## src/rtl/product_bcd_display.sv

```systemverilog
// product_bcd_display: converts a 10-bit product to four BCD digits (one bit per clock) and drives four 7-segment displays
//   CLOCK_50        system clock, rising edge
//   RST_N           asynchronous active-low reset
//   PRODUCT[9:0]    unsigned value to display, captured when VALID is accepted
//   VALID           conversion request, sampled only while idle
//   BUSY            high while a conversion is in progress
//   DONE            one-cycle pulse after the HEX outputs have been updated
//   HEX3..HEX0      active-low segments {g,f,e,d,c,b,a}: thousands..ones
module product_bcd_display #(
    parameter bit BLANK_LZ = 1'b1
) (
    input  logic       CLOCK_50,
    input  logic       RST_N,
    input  logic [9:0] PRODUCT,
    input  logic       VALID,
    output logic       BUSY,
    output logic       DONE,
    output logic [6:0] HEX0,
    output logic [6:0] HEX1,
    output logic [6:0] HEX2,
    output logic [6:0] HEX3
);
    typedef enum logic [1:0] {IDLE, CONV, UPD} state_t;

    localparam logic [6:0] BLANK  = 7'h7F;
    localparam logic [6:0] ZERO   = 7'h40;
    localparam logic [6:0] LZ_RST = BLANK_LZ ? BLANK : ZERO;

    state_t      state, state_nx;
    logic [3:0]  cnt;
    logic [25:0] sr, sr_adj;
    logic [3:0]  d3, d2, d1, d0;
    logic        bl3, bl2, bl1;

    function automatic logic [3:0] add3(input logic [3:0] n);
        return n >= 4'd5 ? n + 4'd3 : n;
    endfunction

    function automatic logic [6:0] seg(input logic [3:0] d);
        case (d)
            4'd0:    return 7'h40;
            4'd1:    return 7'h79;
            4'd2:    return 7'h24;
            4'd3:    return 7'h30;
            4'd4:    return 7'h19;
            4'd5:    return 7'h12;
            4'd6:    return 7'h02;
            4'd7:    return 7'h78;
            4'd8:    return 7'h00;
            4'd9:    return 7'h10;
            default: return BLANK;
        endcase
    endfunction

    assign {d3, d2, d1, d0} = sr[25:10];
    // blanking cascades from the most significant digit downwards; HEX0 is never blanked
    assign bl3  = BLANK_LZ && d3 == 4'd0;
    assign bl2  = bl3 && d2 == 4'd0;
    assign bl1  = bl2 && d1 == 4'd0;
    assign BUSY = state != IDLE;

    always_comb begin
        sr_adj   = {add3(d3), add3(d2), add3(d1), add3(d0), sr[9:0]};
        state_nx = state == IDLE ? (VALID ? CONV : IDLE)
                 : state == CONV ? (cnt == 4'd9 ? UPD : CONV)
                 : IDLE;
    end

    always_ff @(posedge CLOCK_50 or negedge RST_N) begin
        if (!RST_N) begin
            state <= IDLE;
            cnt   <= '0;
            sr    <= '0;
            DONE  <= 1'b0;
            HEX0  <= ZERO;
            HEX1  <= LZ_RST;
            HEX2  <= LZ_RST;
            HEX3  <= LZ_RST;
        end else begin
            state <= state_nx;
            DONE  <= state == UPD;
            if (state == IDLE && VALID) begin
                sr  <= {16'd0, PRODUCT};
                cnt <= '0;
            end
            if (state == CONV) begin
                sr  <= {sr_adj[24:0], 1'b0};
                cnt <= cnt + 4'd1;
            end
            if (state == UPD) begin
                HEX3 <= bl3 ? BLANK : seg(d3);
                HEX2 <= bl2 ? BLANK : seg(d2);
                HEX1 <= bl1 ? BLANK : seg(d1);
                HEX0 <= seg(d0);
            end
        end
    end
endmodule

```

## config.mk

```make
export PLATFORM = sky130hd
export DESIGN_NAME = product_bcd_display
export DESIGN_NICKNAME = d
export VERILOG_FILES = /design/src/rtl/product_bcd_display.sv
export SDC_FILE = /design/constraint.sdc
export NUM_CORES = 1
export LEC_CHECK = 0
export ABC_AREA = 1
export BUFFER_PORTS_ARGS = -buffer_cell sky130_fd_sc_hd__clkbuf_2
export CORE_ASPECT_RATIO = 1.1
export CORE_MARGIN = 2
export CORE_UTILIZATION = 40
export DETAILED_ROUTE_END_ITERATION = 10
export PLACE_DENSITY_LB_ADDON = 0.05
export SETUP_SLACK_MARGIN = 0.15
export SYNTH_ARGS = -nofsm -noshare
export SYNTH_HDL_FRONTEND = slang
export SYNTH_SLANG_ARGS = --single-unit
```

## constraint.sdc

```tcl
create_clock -name CLOCK_50 -period 2.6 [get_ports CLOCK_50]
set_clock_uncertainty 0.1 [all_clocks]
set_input_delay 0.65 -clock CLOCK_50 [delete_from_list [all_inputs] [get_ports CLOCK_50]]
set_output_delay 0.65 -clock CLOCK_50 [all_outputs]
set_load 0.02 [all_outputs]
```

==> out/results.txt <==
run status - completed
crit path max fanout - 7
# Max-Cap Violations - 0
Worst Tran Pin Value - 533 ps
Setup crit start kind - register
per-cell via count in the routed design - 4.78
starting density of the core - 40.5%
cell area after synthesis - 0.00335 mm²
fin crit period - 1890 ps
buffers inserted during post-CTS setup optimization - 0
final routed wire length divided by cell count - 12.7 µm
deepest level of the CTS H-tree - 3
first-pass GRT wire length - 12600 µm
pin count of the biggest net entering global routing - 24
total wire length after detailed routing - 7330 µm
mean cell area of the mapped netlist - 8.14 µm²
kind of critical path - register to register
buffer levels on the longest clock path - 2
main area contributors after synthesis - dfrtp_1 29%, dfstp_2 17%, nand2_1 9.3%, ha_1 8.2%, nor2_1 7.3%
number of diodes - 0
Core Footprint - 0.00828 mm²
insertion delay to the later sink of the worst-skew pair - 340 ps
number of hold buffers added after CTS - 0
global router's overall resource usage - 17.3%
distinct cell type count after synthesis - 28
initial drt markers - 80
floorplan row count - 35
setup repair after global routing missed its margin - no
final hold violation count - 0
setup violators final - 0
quantity of gates resized following cts - 0
antenna-violating nets left - 0
sum of net half-perimeters after detailed placement - 5210 µm
DR vias - 2757
final critical-path setup slack - 711 ps
initial antenna violation count - 0
Fmax achieved - 529 MHz
fraction of the yosys area taken by sequential cells - 46.3%
via count of the first global-routing pass - 2710
kind of end point of the critical path - register
ratio of final minimum period to clock period - 72.7%
Die Y-Extent - 100 µm
Port Buffers - 42
proportion of layout cells with a drive suffix above 1 - 22.5%
synthesized netlist net count - 447
Non-Filler Instances - 577
Slew Limit Fails - 0
last weighted congestion value of the routability-driven placer - 0.814
DIE AREA - 0.00914 mm²
endpoint arrival time on the critical path - 2080 ps
number of top-level design ports - 43
minimum hold slack - 180 ps
CTS tree - done
post-CTS clock slew at the launch and capture registers of the worst setup and hold paths - 70 ps
type of the tightest min-delay check - primary input to async pin
post-synth top area share - 29.1%
cell leakage power - 1.98 nW
total number of yosys warnings - 0
VDD IR-drop max - 463 µV
number of placed instances, taps included - 561
global-route congestion overflow total - 0
TritonCTS buffer count - 9
largest area contributor in the synthesized netlist - dfrtp_1
power per unit of standard cell area - 1300 mW/mm²
chip width - 91.3 µm
endpoint required time on the critical path - 2790 ps
pre-CTS setup slack - 741 ps
fin nets - 496
DRC errors left - 0
power consumption - 5.03 mW
Pre-Repair DR Iteration Count - 4
Post-Synthesis Cells - 412
root buffer cell - clkbuf_8
worst relative slew slack - 64.1%
# clock sinks - 61
number of flip-flops and latches in the synthesized netlist - 61
Total Neg Setup Slack - 0 ps
Area Growth Syn to Fin - 15.6%
==> worst max-delay path: stages, from the launching register on <==
cell and delay (ps):
dfrtp_1 450, inv_1 170, ha_1 210, inv_1 80
o21ai_0 440, nand2_1 140, nand2_1 90, nand3_1 70
nand2_1 80
==> cell type report <==
type	instances	area, µm²
Fill cell	859	4400
Multi-Input combinational cell	295	1560
Inverter	45	169
Clock buffer	11	141
Clock inverter	5	50.0
Timing Repair Buffer	49	263
Tap cell	111	139
Sequential cell	61	1550
==> sequential cells by signal, summed over array words and instances (netlist names) <==
signal,flops
DONE,1
HEX1,7
HEX2,7
state,2
HEX0,7
sr,26
HEX3,7
cnt,4
==> cells in the final DEF (no fill, tap or decap) <==
master     Yosys  layout
nor2_2         2       2
ha_1          22      22
nor3_1         5       5
o21ai_2        2       2
bufinv_16      0       1
nand2_1       83      83
a31oi_1        2       2
nand3b_1       1       1
clkbuf_1       0       1
clkbuf_8       0      10
nor2_4         4       4
a21oi_2        2       2
buf_4          4       7
o21ai_1        1       1
inv_2          4       4
nor2_8         1       1
o21a_1         1       1
nand2_4        2       2
inv_1         41      41
nand3_1       24      24
nand2_2        2       2
clkbuf_2       0      42
nor2_1        65      65
xor2_1         1       1
o22ai_1       12      12
o211ai_1       2       2
dfrtp_1       39      39
o21ai_0       24      24
dfstp_2       22      22
a21oi_1       37      37
clkinv_2       0       4
==> where the power goes <==
group	switching, mW	total (mW)	internal [mW]
registers	0.385	1.82	1.43
clock network	0.375	0.837	0.462
logic	1.52	2.38	0.859
==> cell usage after synthesis <==
master and n:
a21oi_1 37, a21oi_2 2, a31oi_1 2, buf_2 6
buf_4 4, buf_6 1, dfrtp_1 39, dfstp_2 22
ha_1 22, inv_1 41, inv_2 4, nand2_1 83
nand2_2 2, nand2_4 2, nand3_1 24, nand3b_1 1
nor2_1 65, nor2_2 2, nor2_4 4, nor2_8 1
nor3_1 5, o211ai_1 2, o21a_1 1, o21ai_0 24
o21ai_1 1, o21ai_2 2, o22ai_1 12, xor2_1 1
==> metal layers <==
metal / vias up / part of all wire (%) / global-route usage, %
met5: - / 0 / 0
met2: 38 / 48 / 29.8
met3: 8 / 3.0 / 3.98
met4: 0 / 1.5 / 6.64
met1: 1279 / 47 / 21.3
li1: 1432 / - / -
==> cell families (layout without fill, tap and decap cells) <==
family	count (synthesis)	count (layout)	share of synthesized area, %
simple gates	189	189	24.5
xor+xnor	1	1	0.261
flops	61	61	46.3
buf+inv	56	110	7.16
fa+ha+maj	22	22	8.21
compound gates	83	83	13.6
==> path summary, 6_finish.rpt <==
check | depth (start not counted) | slack (ps) | endpoint | start
worst max-delay path | 8 | 710 | sr[15] | sr[14]
worst max register to register | 8 | 710 | sr[15] | sr[14]
worst min-delay path | 1 | 180 | sr[20] | RST_N
worst min register to register | 2 | 390 | HEX3[3] | HEX3[3]
min in group CLOCK_50 | 2 | 390 | HEX3[3] | HEX3[3]
max in group asynchronous | 2 | 1470 | HEX3[2] | RST_N
==> stage by stage <==
stage	area, µm²	util (%)
floorplan	3350	-
global placement	3680	44.5
detailed placement	3680	44.5
CTS	3880	46.8
global route	3880	46.8
finish	3880	46.8
(Power assumes the default switching activity.)
